--- config.mk ---
export PLATFORM = sky130hd
export DESIGN_NAME = hazard_ctrl_flat
export DESIGN_NICKNAME = d
export VERILOG_FILES = /design/src/rtl/hazard_ctrl_pkg.sv /design/src/rtl/hazard_ctrl_if.sv /design/src/rtl/hazard_cmp.sv /design/src/rtl/hazard_ctrl.sv /design/src/flat_wrapper.sv
export SDC_FILE = /design/constraint.sdc
export NUM_CORES = 1
export LEC_CHECK = 0
export ABC_CLOCK_PERIOD_IN_PS = 3200
export CORE_UTILIZATION = 45
export DETAILED_ROUTE_END_ITERATION = 10
export MAX_ROUTING_LAYER = met4
export PLACE_DENSITY = 0.8
export SYNTH_ARGS = -nofsm -noshare
export SYNTH_HDL_FRONTEND = slang
export SYNTH_SLANG_ARGS = --single-unit
--- constraint.sdc ---
create_clock -name clk -period 3.2 [get_ports clk]
set_input_delay 0.48 -clock clk [delete_from_list [all_inputs] [get_ports clk]]
set_output_delay 0.48 -clock clk [all_outputs]
set_load 0.01 [all_outputs]
--- src/rtl/hazard_ctrl_pkg.sv ---
// Shared types and constants for the D-stage hazard controller.
// Slot struct widths follow HC_AW/HC_TW; hazard_ctrl's AW/TW default to these and must match them.
package hazard_ctrl_pkg;

  localparam int HC_AW         = 5;
  localparam int HC_TW         = 2;
  localparam int MULT_CYC_DFLT = 5;
  localparam int DIV_CYC_DFLT  = 10;

  localparam logic [HC_TW-1:0] TUSE_BR  = 2'd0;
  localparam logic [HC_TW-1:0] TUSE_ALU = 2'd1;
  localparam logic [HC_TW-1:0] TUSE_ST  = 2'd2;

  localparam logic [HC_TW-1:0] TNEW_ALU = 2'd1;
  localparam logic [HC_TW-1:0] TNEW_LD  = 2'd2;

  typedef struct packed {
    logic              valid;
    logic [HC_AW-1:0]  addr;
    logic [HC_TW-1:0]  tnew;
  } slot_t;

endpackage

--- src/rtl/hazard_ctrl_if.sv ---
// D-stage request / hazard response bundle between decode (master) and hazard_ctrl (slave).
interface hazard_ctrl_if #(
  parameter int AW = 5,
  parameter int TW = 2
);
  logic [AW-1:0] d_rs;
  logic [AW-1:0] d_rt;
  logic          d_rs_use;
  logic          d_rt_use;
  logic [TW-1:0] d_rs_tuse;
  logic [TW-1:0] d_rt_tuse;
  logic          d_wr_en;
  logic [AW-1:0] d_wr_addr;
  logic [TW-1:0] d_wr_tnew;
  logic          d_md_start;
  logic          d_md_div;
  logic          d_md_use;
  logic          flush;
  logic          stall;
  logic          clr_e;
  logic          md_busy;

  modport master (
    output d_rs, d_rt, d_rs_use, d_rt_use, d_rs_tuse, d_rt_tuse,
    output d_wr_en, d_wr_addr, d_wr_tnew,
    output d_md_start, d_md_div, d_md_use, flush,
    input  stall, clr_e, md_busy
  );

  modport slave (
    input  d_rs, d_rt, d_rs_use, d_rt_use, d_rs_tuse, d_rt_tuse,
    input  d_wr_en, d_wr_addr, d_wr_tnew,
    input  d_md_start, d_md_div, d_md_use, flush,
    output stall, clr_e, md_busy
  );
endinterface

--- src/rtl/hazard_cmp.sv ---
// Single-source hazard check of one D-stage operand against one tracked pipeline slot.
module hazard_cmp
  import hazard_ctrl_pkg::*;
#(
  parameter int AW = HC_AW,
  parameter int TW = HC_TW
) (
  input  slot_t         i_slot,
  input  logic [AW-1:0] i_src,
  input  logic          i_use,
  input  logic [TW-1:0] i_tuse,
  output logic          o_hazard
);

  // r0 is hardwired zero, so it never depends on an in-flight writer.
  assign o_hazard = i_slot.valid & i_use & (i_src != '0) &
                    (i_slot.addr == i_src) & (i_slot.tnew > i_tuse);

endmodule

--- src/rtl/hazard_ctrl.sv ---
// Tuse/Tnew stall controller tracking E and M writers; optional MDU busy model
// enabled by defining HAZARD_MDU_EN.
module hazard_ctrl
  import hazard_ctrl_pkg::*;
#(
  parameter int AW       = HC_AW,
  parameter int TW       = HC_TW,
  parameter int MULT_CYC = MULT_CYC_DFLT,
  parameter int DIV_CYC  = DIV_CYC_DFLT
) (
  input logic           clk,
  input logic           rst_n,
  hazard_ctrl_if.slave  hif
);

  function automatic logic [TW-1:0] sat_dec(input logic [TW-1:0] t);
    return (t == '0) ? t : t - 1'b1;
  endfunction

  logic          r_e_vld;
  logic [AW-1:0] r_e_addr;
  logic [TW-1:0] r_e_tnew;
  logic          r_m_vld;
  logic [AW-1:0] r_m_addr;
  logic [TW-1:0] r_m_tnew;

  slot_t         w_slot_e;
  slot_t         w_slot_m;
  logic [3:0]    w_haz;
  logic          w_stall;
  logic          w_md_busy;
  logic          w_md_stall;

  assign w_slot_e = '{valid: r_e_vld, addr: r_e_addr, tnew: r_e_tnew};
  assign w_slot_m = '{valid: r_m_vld, addr: r_m_addr, tnew: r_m_tnew};

  hazard_cmp #(.AW(AW), .TW(TW)) u_rs_e (
    .i_slot(w_slot_e), .i_src(hif.d_rs), .i_use(hif.d_rs_use),
    .i_tuse(hif.d_rs_tuse), .o_hazard(w_haz[0])
  );
  hazard_cmp #(.AW(AW), .TW(TW)) u_rt_e (
    .i_slot(w_slot_e), .i_src(hif.d_rt), .i_use(hif.d_rt_use),
    .i_tuse(hif.d_rt_tuse), .o_hazard(w_haz[1])
  );
  hazard_cmp #(.AW(AW), .TW(TW)) u_rs_m (
    .i_slot(w_slot_m), .i_src(hif.d_rs), .i_use(hif.d_rs_use),
    .i_tuse(hif.d_rs_tuse), .o_hazard(w_haz[2])
  );
  hazard_cmp #(.AW(AW), .TW(TW)) u_rt_m (
    .i_slot(w_slot_m), .i_src(hif.d_rt), .i_use(hif.d_rt_use),
    .i_tuse(hif.d_rt_tuse), .o_hazard(w_haz[3])
  );

  assign w_stall     = (|w_haz) | w_md_stall;
  assign hif.stall   = w_stall;
  assign hif.clr_e   = w_stall;
  assign hif.md_busy = w_md_busy;

  // Slot valid bits: flush kills both slots, a stall injects a bubble into E.
  always_ff @(posedge clk or negedge rst_n) begin
    if (!rst_n) begin
      r_e_vld <= 1'b0;
      r_m_vld <= 1'b0;
    end else if (hif.flush) begin
      r_e_vld <= 1'b0;
      r_m_vld <= 1'b0;
    end else begin
      r_m_vld <= r_e_vld;
      r_e_vld <= ~w_stall & hif.d_wr_en & (hif.d_wr_addr != '0);
    end
  end

  // Slot payloads are qualified by the valid bits and need no reset.
  always_ff @(posedge clk) begin
    r_m_addr <= r_e_addr;
    r_m_tnew <= sat_dec(r_e_tnew);
    if (!w_stall) begin
      r_e_addr <= hif.d_wr_addr;
      r_e_tnew <= hif.d_wr_tnew;
    end
  end

`ifdef HAZARD_MDU_EN
  localparam int MAXC = (DIV_CYC > MULT_CYC) ? DIV_CYC : MULT_CYC;
  localparam int CW   = $clog2(MAXC + 1);

  logic [CW-1:0] r_md_cnt;

  // Counter keeps draining while the pipe is stalled; only an unstalled start reloads it.
  always_ff @(posedge clk or negedge rst_n) begin
    if (!rst_n) begin
      r_md_cnt <= '0;
    end else if (!w_stall && hif.d_md_start) begin
      r_md_cnt <= hif.d_md_div ? CW'(DIV_CYC) : CW'(MULT_CYC);
    end else if (r_md_cnt != '0) begin
      r_md_cnt <= r_md_cnt - 1'b1;
    end
  end

  assign w_md_busy  = (r_md_cnt != '0);
  assign w_md_stall = hif.d_md_use & w_md_busy;

`ifndef SYNTHESIS
  a_no_start_while_busy: assert property (
    @(posedge clk) disable iff (!rst_n)
    !(hif.d_md_start && w_md_busy && !w_stall)
  );
`endif
`else
  logic w_unused_md;
  assign w_unused_md = ^{hif.d_md_start, hif.d_md_div, hif.d_md_use};
  assign w_md_busy   = 1'b0;
  assign w_md_stall  = 1'b0;
`endif

endmodule

--- src/flat_wrapper.sv ---
// flat-port wrapper written by rule: the top's interface ports become plain ports
module hazard_ctrl_flat import hazard_ctrl_pkg::*;
#(
  parameter int AW       = HC_AW,
  parameter int TW       = HC_TW,
  parameter int MULT_CYC = MULT_CYC_DFLT,
  parameter int DIV_CYC  = DIV_CYC_DFLT
)
  (clk, rst_n, hif_d_rs, hif_d_rt, hif_d_rs_use, hif_d_rt_use, hif_d_rs_tuse, hif_d_rt_tuse, hif_d_wr_en, hif_d_wr_addr, hif_d_wr_tnew, hif_d_md_start, hif_d_md_div, hif_d_md_use, hif_flush, hif_stall, hif_clr_e, hif_md_busy);
  hazard_ctrl_if #(.AW(AW), .TW(TW)) hif_i ();
  input logic clk;
  input logic rst_n;
  input wire logic [$bits(hif_i.d_rs)-1:0] hif_d_rs;
  input wire logic [$bits(hif_i.d_rt)-1:0] hif_d_rt;
  input wire logic [$bits(hif_i.d_rs_use)-1:0] hif_d_rs_use;
  input wire logic [$bits(hif_i.d_rt_use)-1:0] hif_d_rt_use;
  input wire logic [$bits(hif_i.d_rs_tuse)-1:0] hif_d_rs_tuse;
  input wire logic [$bits(hif_i.d_rt_tuse)-1:0] hif_d_rt_tuse;
  input wire logic [$bits(hif_i.d_wr_en)-1:0] hif_d_wr_en;
  input wire logic [$bits(hif_i.d_wr_addr)-1:0] hif_d_wr_addr;
  input wire logic [$bits(hif_i.d_wr_tnew)-1:0] hif_d_wr_tnew;
  input wire logic [$bits(hif_i.d_md_start)-1:0] hif_d_md_start;
  input wire logic [$bits(hif_i.d_md_div)-1:0] hif_d_md_div;
  input wire logic [$bits(hif_i.d_md_use)-1:0] hif_d_md_use;
  input wire logic [$bits(hif_i.flush)-1:0] hif_flush;
  output wire logic [$bits(hif_i.stall)-1:0] hif_stall;
  output wire logic [$bits(hif_i.clr_e)-1:0] hif_clr_e;
  output wire logic [$bits(hif_i.md_busy)-1:0] hif_md_busy;
  assign hif_i.d_rs = hif_d_rs;
  assign hif_i.d_rt = hif_d_rt;
  assign hif_i.d_rs_use = hif_d_rs_use;
  assign hif_i.d_rt_use = hif_d_rt_use;
  assign hif_i.d_rs_tuse = hif_d_rs_tuse;
  assign hif_i.d_rt_tuse = hif_d_rt_tuse;
  assign hif_i.d_wr_en = hif_d_wr_en;
  assign hif_i.d_wr_addr = hif_d_wr_addr;
  assign hif_i.d_wr_tnew = hif_d_wr_tnew;
  assign hif_i.d_md_start = hif_d_md_start;
  assign hif_i.d_md_div = hif_d_md_div;
  assign hif_i.d_md_use = hif_d_md_use;
  assign hif_i.flush = hif_flush;
  assign hif_stall = hif_i.stall;
  assign hif_clr_e = hif_i.clr_e;
  assign hif_md_busy = hif_i.md_busy;
  hazard_ctrl #(.AW(AW), .TW(TW), .MULT_CYC(MULT_CYC), .DIV_CYC(DIV_CYC)) u_core (.clk(clk), .rst_n(rst_n), .hif(hif_i));
endmodule
==> results of run 1 <==
-- what timing repair did --
action                                  4_1_cts  5_1_grt
hold endpoints to repair                      0        0
endpoints found under the setup margin        2        0
resized for setup                             2        0
-- state kept, by name, indices dropped and copies added, names as in the netlist --
signal and count:
u_core.r_m_vld 1, u_core.r_m_tnew 2, u_core.r_m_addr 5, u_core.r_e_addr 5
u_core.r_e_vld 1, u_core.r_e_tnew 2
-- placed cells by master (no fill, tap or decap) --
master           instances
inv_1                    5
o21a_1                   1
dfrtp_1                  2
clkbuf_1                 1
o22ai_1                  1
nor2_1                   1
nor4_1                   2
xnor2_1                 14
a21oi_1                  2
o21ai_1                  1
nor3b_1                  1
and2_1                   1
clkbuf_4                 3
ha_1                     8
o21ai_0                  1
buf_4                    3
nor2b_1                  6
dfxtp_1                  7
nand4_1                  3
dlygate4sd2_1            2
or4_4                    1
clkdlybuf4s50_1         26
xor2_1                   6
conb_1                   1
o211ai_1                 3
nand3_1                  2
edfxtp_1                 7
o41a_4                   1
nand2_1                  5
or4_1                    4
-- routing by layer --
| metal | vias up | part of all wire (%) | track usage [%] |
|---|---|---|---|
| met5 | - | 0 | - |
| met4 | 0 | 2.5 | 9.44 |
| met3 | 6 | 3.0 | 1.89 |
| met2 | 20 | 51 | 34.9 |
| met1 | 344 | 44 | 23.5 |
| li1 | 378 | - | - |
-- power by group --
| part | internal [mW] | total [mW] | switching (mW) |
|---|---|---|---|
| logic | 0.0584 | 0.0972 | 0.0388 |
| clock network | 0.0482 | 0.102 | 0.0541 |
| registers | 0.225 | 0.235 | 0.0105 |
-- through the flow --
step	instance area [um2]	total power, mW	instances	setup WS [ps]	TNS [ps]
floorplan	947	0.282	88	707	0
global placement	1270	0.332	144	-96.1	-191
detailed placement	1270	0.337	144	-123	-243
CTS	1290	0.440	148	164	0
global route	1290	0.458	148	28.8	0
finish	1290	0.435	148	180	0
-- critical path: stages --
cell             delay, ps
clkdlybuf4s50_1        450
inv_1                   50
ha_1                   290
nand2_1                 80
nand4_1                 90
or4_4                  540
o41a_4                 130
o21ai_1                150
dlygate4sd2_1          280
-- final timing paths --
| check | from | end | slack (ps) | cells after the start |
|---|---|---|---|---|
| min | rst_n | u_core.r_m_vld$_DFF_PN0_ | 360 | 1 |
| max in group asynchronous | rst_n | u_core.r_e_vld$_DFF_PN0_ | 2720 | 1 |
| max | hif_d_rt_tuse[1] | hif_stall | 180 | 9 |
| min reg2reg | u_core.r_e_tnew[0]$_DFFE_PN_ | u_core.r_m_tnew[0]$_DFF_P_ | 450 | 1 |
| max reg2reg | u_core.r_e_tnew[1]$_DFFE_PN_ | u_core.r_e_tnew[0]$_DFFE_PN_ | 1140 | 6 |
| min in group clk | u_core.r_e_tnew[0]$_DFFE_PN_ | u_core.r_m_tnew[0]$_DFF_P_ | 450 | 1 |
-- kinds of logic after synthesis --
logic type | after synthesis | share of synthesized area [%]
AO/OA/AOI/OAI | 10 | 8.19
XOR/XNOR | 20 | 18.5
adder cells (fa/ha/maj) | 8 | 10.6
buffers and inverters | 7 | 3.57
flip-flops | 16 | 42.3
other | 1 | 0.396
AND/OR/NAND/NOR | 26 | 16.5
-- area by class of cell --
| class | instances | area share, % |
|---|---|---|
| tap | 27 | 2.61 |
| multi-input combinational | 65 | 39.7 |
| clock buffer | 4 | 2.03 |
| timing repair buffer | 31 | 23.2 |
| sequential | 16 | 31.0 |
| inverter | 5 | 1.45 |
==> flow_summary_export.csv, run 1 <==
group,metric,value,unit
route,wl_per_cell,14.1,um
global_routing,grt_antenna_before_repair,0,
job,maxCapViolCount,0,
power_and_ir_drop,ir_worst_vdd,295,uV
logic_synthesis,synth_top_cell_by_area,"edfxtp_1",
status,status,"finished clean",
placed_design,place_congestion,0.855,
logic_synthesis,synthCells,88,
cts,clk_pin_slew,90,ps
cts,cts_buffer_depth,2,
route,drt_iter0_drc,14,
floorplan,core,1960,um2
global_routing,gr-total-overflow,0,
logic_synthesis,yosys.cell_types.count,26,
cts,cts_tree,"done",
layout,fin_util,65.9,%
placed_design,numPortBuffers,28,
timing,rsz0062_at_grt,"no",
timing,fmax,0.331,GHz
timing,finalCritPeriodShare,94.4,%
critical_path,required,2720,ps
layout,multi_input_area,513,um2
power_and_ir_drop,p_leak,0.507,nW
route,drcViolationCount,0,
critical_path,crit_type,"primary input to output port",
logic_synthesis,synth_top_area_share,22.2,%
cts,cts-root-buf,"clkbuf_4",
route,drt_pass1_iterations,3,
floorplan,fp.dieW,47.9,um
floorplan,die_h,47.9,um
critical_path,start_kind,"primary input",
cts,cts_setup_buffers,0,
logic_synthesis,yosysMostFrequentCell,"xnor2_1",
critical_path,critical_path_arrival,2540,ps
logic_synthesis,synth_commonest_cells,"xnor2_1, ha_1, dfxtp_1, edfxtp_1",
global_routing,grt_usage,20.2,%
global_routing,grt_pass1_wl,2960,um
timing,holdWs,359,ps
cts,numClockSinks,16,
route,totalWireLength,2090,um
floorplan,rows,16,
logic_synthesis,ys_warn_count,0,
route,num_vias,748,
logic_synthesis,async_flop_share,12.5,%
global_routing,grt_pass1_vias,718,
hold_path,worstHoldPathType,"primary input to asynchronous set/reset pin",
layout,regArea,400,um2
logic_synthesis,ys.flop_type,"edfxtp_1",
floorplan,io_pins,33,
timing,finalSetupViolCount,0,
placed_design,dpl.hpwl,1800,um
route,ant_nets,0,
layout,diodes,0,
logic_synthesis,synth-edff-count,7,
power_and_ir_drop,power.density,336,nW/um2
critical_path,path_max_fanout,2,
global_routing,grt_max_degree,10,
timing,final-max-slew-violation-count,0,
logic_synthesis,synth_area_leaders,"edfxtp_1, dfxtp_1, xnor2_1",
cts,htree_levels,1,
logic_synthesis,synth_seq_cells,16,
route,via_per_inst,5.05,
layout,syn2layout_area_growth,36.5,%
logic_synthesis,synth_area,947,um2
cts,clk_latency,270,ps
timing,hold_viol_final,0,
timing,final.setup_skew,12.2,ps
floorplan,initial_core_util,48.3,%
logic_synthesis,synth_area_per_cell,10.8,um2
logic_synthesis,synth_fp_nets,126,
layout,drive_gt1_share,6.61,%
logic_synthesis,yosysSeqAreaShare,42.3,%
timing,fin_crit,3020,ps
critical_path,worstSetupEndpointType,"output port",
layout,fin_nets,160,
cts,postCtsHoldBufs,0,
floorplan,dieArea,2290,um2
layout,fill_cells,166,
cts,cts_made_buffers,3,
Note: power is estimated with default switching activity, not from simulation.
==> inputs of run 2 (changes only) <==
--- a/config.mk
+++ b/config.mk
@@ -6,10 +6,10 @@
 export NUM_CORES = 1
 export LEC_CHECK = 0
 export ABC_CLOCK_PERIOD_IN_PS = 3200
-export CORE_UTILIZATION = 45
+export CORE_UTILIZATION = 47
 export DETAILED_ROUTE_END_ITERATION = 10
 export MAX_ROUTING_LAYER = met4
-export PLACE_DENSITY = 0.8
+export PLACE_DENSITY = 0.83
 export SYNTH_ARGS = -nofsm -noshare
 export SYNTH_HDL_FRONTEND = slang
 export SYNTH_SLANG_ARGS = --single-unit
==> flow_summary_export.csv, run 2 (synthesis results as in run 1) <==
group,metric,value,unit
status,status,"finished clean",
route,wl_met3,83,um
timing,finalSetupViolCount,0,
timing,holdWs,355,ps
power_and_ir_drop,power.density,357,nW/um2
floorplan,core,1800,um2
floorplan,initial_core_util,52.6,%
timing,fmax,0.325,GHz
critical_path,path_max_fanout,2,
floorplan,die_h,46.9,um
cts,postCtsHoldBufs,0,
job,maxCapViolCount,0,
critical_path,critical_path_arrival,2600,ps
power_and_ir_drop,swShare,23.7,%
floorplan,rows,15,
cts,numClockSinks,16,
placed_design,placed_cells,140,
layout,drive_gt1_share,5.88,%
timing,final-max-slew-violation-count,0,
cts,htree_levels,1,
floorplan,fp.dieW,46.9,um
floorplan,io_pins,33,
critical_path,start_kind,"primary input",
timing,worst_slack,118,ps
timing,hold_viol_final,0,
placed_design,dp_slack,-176,ps
power_and_ir_drop,p_switching,0.109,mW
route,drcViolationCount,0,
route,via_per_inst,5.05,
power_and_ir_drop,p_int,0.350,mW
cts,clk_latency,280,ps
route,ant_nets,0,
route,wl_met1,875,um
layout,diodes,0,
layout,final_cells,144,
critical_path,r2r_slack,1130,ps
cts,cts-root-buf,"clkbuf_4",
cts,clk_pin_slew,90,ps
route,drt_pass1_iterations,4,
layout,layout_commonest_cell,"clkdlybuf4s50_1",
global_routing,grt_max_degree,10,
global_routing,gr-total-overflow,0,
global_routing,grt_antenna_before_repair,0,
route,num_vias,727,
critical_path,reg2reg_depth,6,
critical_path,crit_path_max_incr_delay,550,ps
layout,syn2layout_area_growth,35.7,%
global_routing,grt_pass1_vias,700,
critical_path,required,2720,ps
timing,final.setup_skew,7.82,ps
route,wl_per_cell,13.9,um
route,totalWireLength,2000,um
power_and_ir_drop,ir_worst_vdd,363,uV
layout,fin_nets,158,
power_and_ir_drop,comb_power_share,20.0,%
critical_path,cp_top_family,"buffers and inverters",
placed_design,place_congestion,0.793,
power_and_ir_drop,power_frac_seq,51.4,%
hold_path,worstHoldPathType,"primary input to asynchronous set/reset pin",
power_and_ir_drop,pwr-share-clk,28.6,%
critical_path,r2r-start,"u_core.r_e_tnew[1]$_DFFE_PN_",
route,highest_layer,"met4",
critical_path,reg2reg_to,"u_core.r_e_addr[4]$_DFFE_PN_",
route,met2_length,1030,um
layout,fill_cells,147,
timing,rsz0062_at_grt,"no",
global_routing,grt_usage,20.7,%
timing,finalCritPeriodShare,96.3,%
route,drt_iter0_drc,13,
critical_path,crit_type,"primary input to output port",
global_routing,grt_pass1_wl,2910,um
floorplan,dieArea,2200,um2
cts,cts_made_buffers,3,
critical_path,cp_slowest_cell,"or4_4",
critical_path,critPathBufInv,3,
layout,mostFrequentLayoutCells,"clkdlybuf4s50_1, xnor2_1, ha_1",
cts,cts_buffer_depth,2,
critical_path,worstSetupEndpointType,"output port",
power_and_ir_drop,p_leak,0.503,nW
timing,fin_crit,3080,ps
placed_design,dpl.hpwl,1710,um
placed_design,numPortBuffers,28,
critical_path,crit_chain,"clkdlybuf4s50_1, inv_1, ha_1, nand2_1, nand4_1, or4_4, o41a_4, o21ai_1, dlygate4sd2_1",
cts,cts_tree,"done",
layout,largestRegisters,"u_core.r_e_addr x5, u_core.r_m_addr x5",
## run 2: worst max path at each step
stage	from	endpoint	slack [ps]	cells past startpoint
after global placement	hif_d_rt_tuse[1]	hif_clr_e	-90	9
after floorplan	hif_d_rt_tuse[1]	hif_stall	710	8
after CTS	hif_d_rt_tuse[1]	hif_clr_e	120	9
after global routing	hif_d_rt_tuse[1]	hif_clr_e	40	9
after detailed placement	hif_d_rt_tuse[1]	hif_clr_e	-180	9
final	hif_d_rt_tuse[1]	hif_clr_e	120	9
## run 2: power groups by stage
| stage | sequential, mW | combinational [mW] | clock (mW) |
|---|---|---|---|
| 2_1_floorplan | 0.237 | 0.0453 | 0 |
| 3_3_place_gp | 0.240 | 0.0897 | 0 |
| 3_5_place_dp | 0.240 | 0.0925 | 0 |
| 4_1_cts | 0.236 | 0.0930 | 0.135 |
| 5_1_grt | 0.237 | 0.100 | 0.145 |
| 6_report | 0.236 | 0.0921 | 0.131 |
## run 2: cell type report
class                      count  area (um2)  share of cell area [%]
tap                           25        31.3                    2.43
clock buffer                   4        36.3                    2.82
inverter                       5        18.8                    1.46
multi-input combinational     65         513                    39.9
timing repair buffer          29         285                    22.2
sequential                    16         400                    31.2
## run 2: metrics by stage
step | setup TNS, ps | cell area, um2 | total power, mW | utilization [%]
after CTS | 0 | 1280 | 0.463 | 71.3
after global placement | -177 | 1250 | 0.330 | 69.4
after floorplan | 0 | 947 | 0.282 | -
after global routing | 0 | 1280 | 0.483 | 71.3
final | 0 | 1280 | 0.459 | 71.3
after detailed placement | -348 | 1250 | 0.333 | 69.4
## run 2: what timing repair did
action                     4_1_cts  5_1_grt
resized for setup                2        0
buffers inserted                 0        0
setup endpoints to repair        2        0
hold endpoints to repair         0        0
## run 2: worst register-to-register path, delay by kind of cell (launching register included)
| family | cells | cell delay (ps) |
|---|---|---|
| simple gates | 2 | 210 |
| flops | 1 | 440 |
| fa+ha+maj | 1 | 310 |
| compound gates | 3 | 800 |
## run 2: layer usage
| layer | vias up | GRT usage [%] |
|---|---|---|
| met2 | 24 | 36.9 |
| li1 | 371 | - |
| met1 | 330 | 23.9 |
| met3 | 2 | 3.46 |
| met4 | 0 | 5.14 |
| met5 | - | - |
==> inputs of run 3 (changes only) <==
--- a/config.mk
+++ b/config.mk
@@ -13,3 +13,4 @@
 export SYNTH_ARGS = -nofsm -noshare
 export SYNTH_HDL_FRONTEND = slang
 export SYNTH_SLANG_ARGS = --single-unit
+export TNS_END_PERCENT = 1
==> results of run 3 <==
Same layout as run 2: the final DEF is identical, and so are final timing and power.
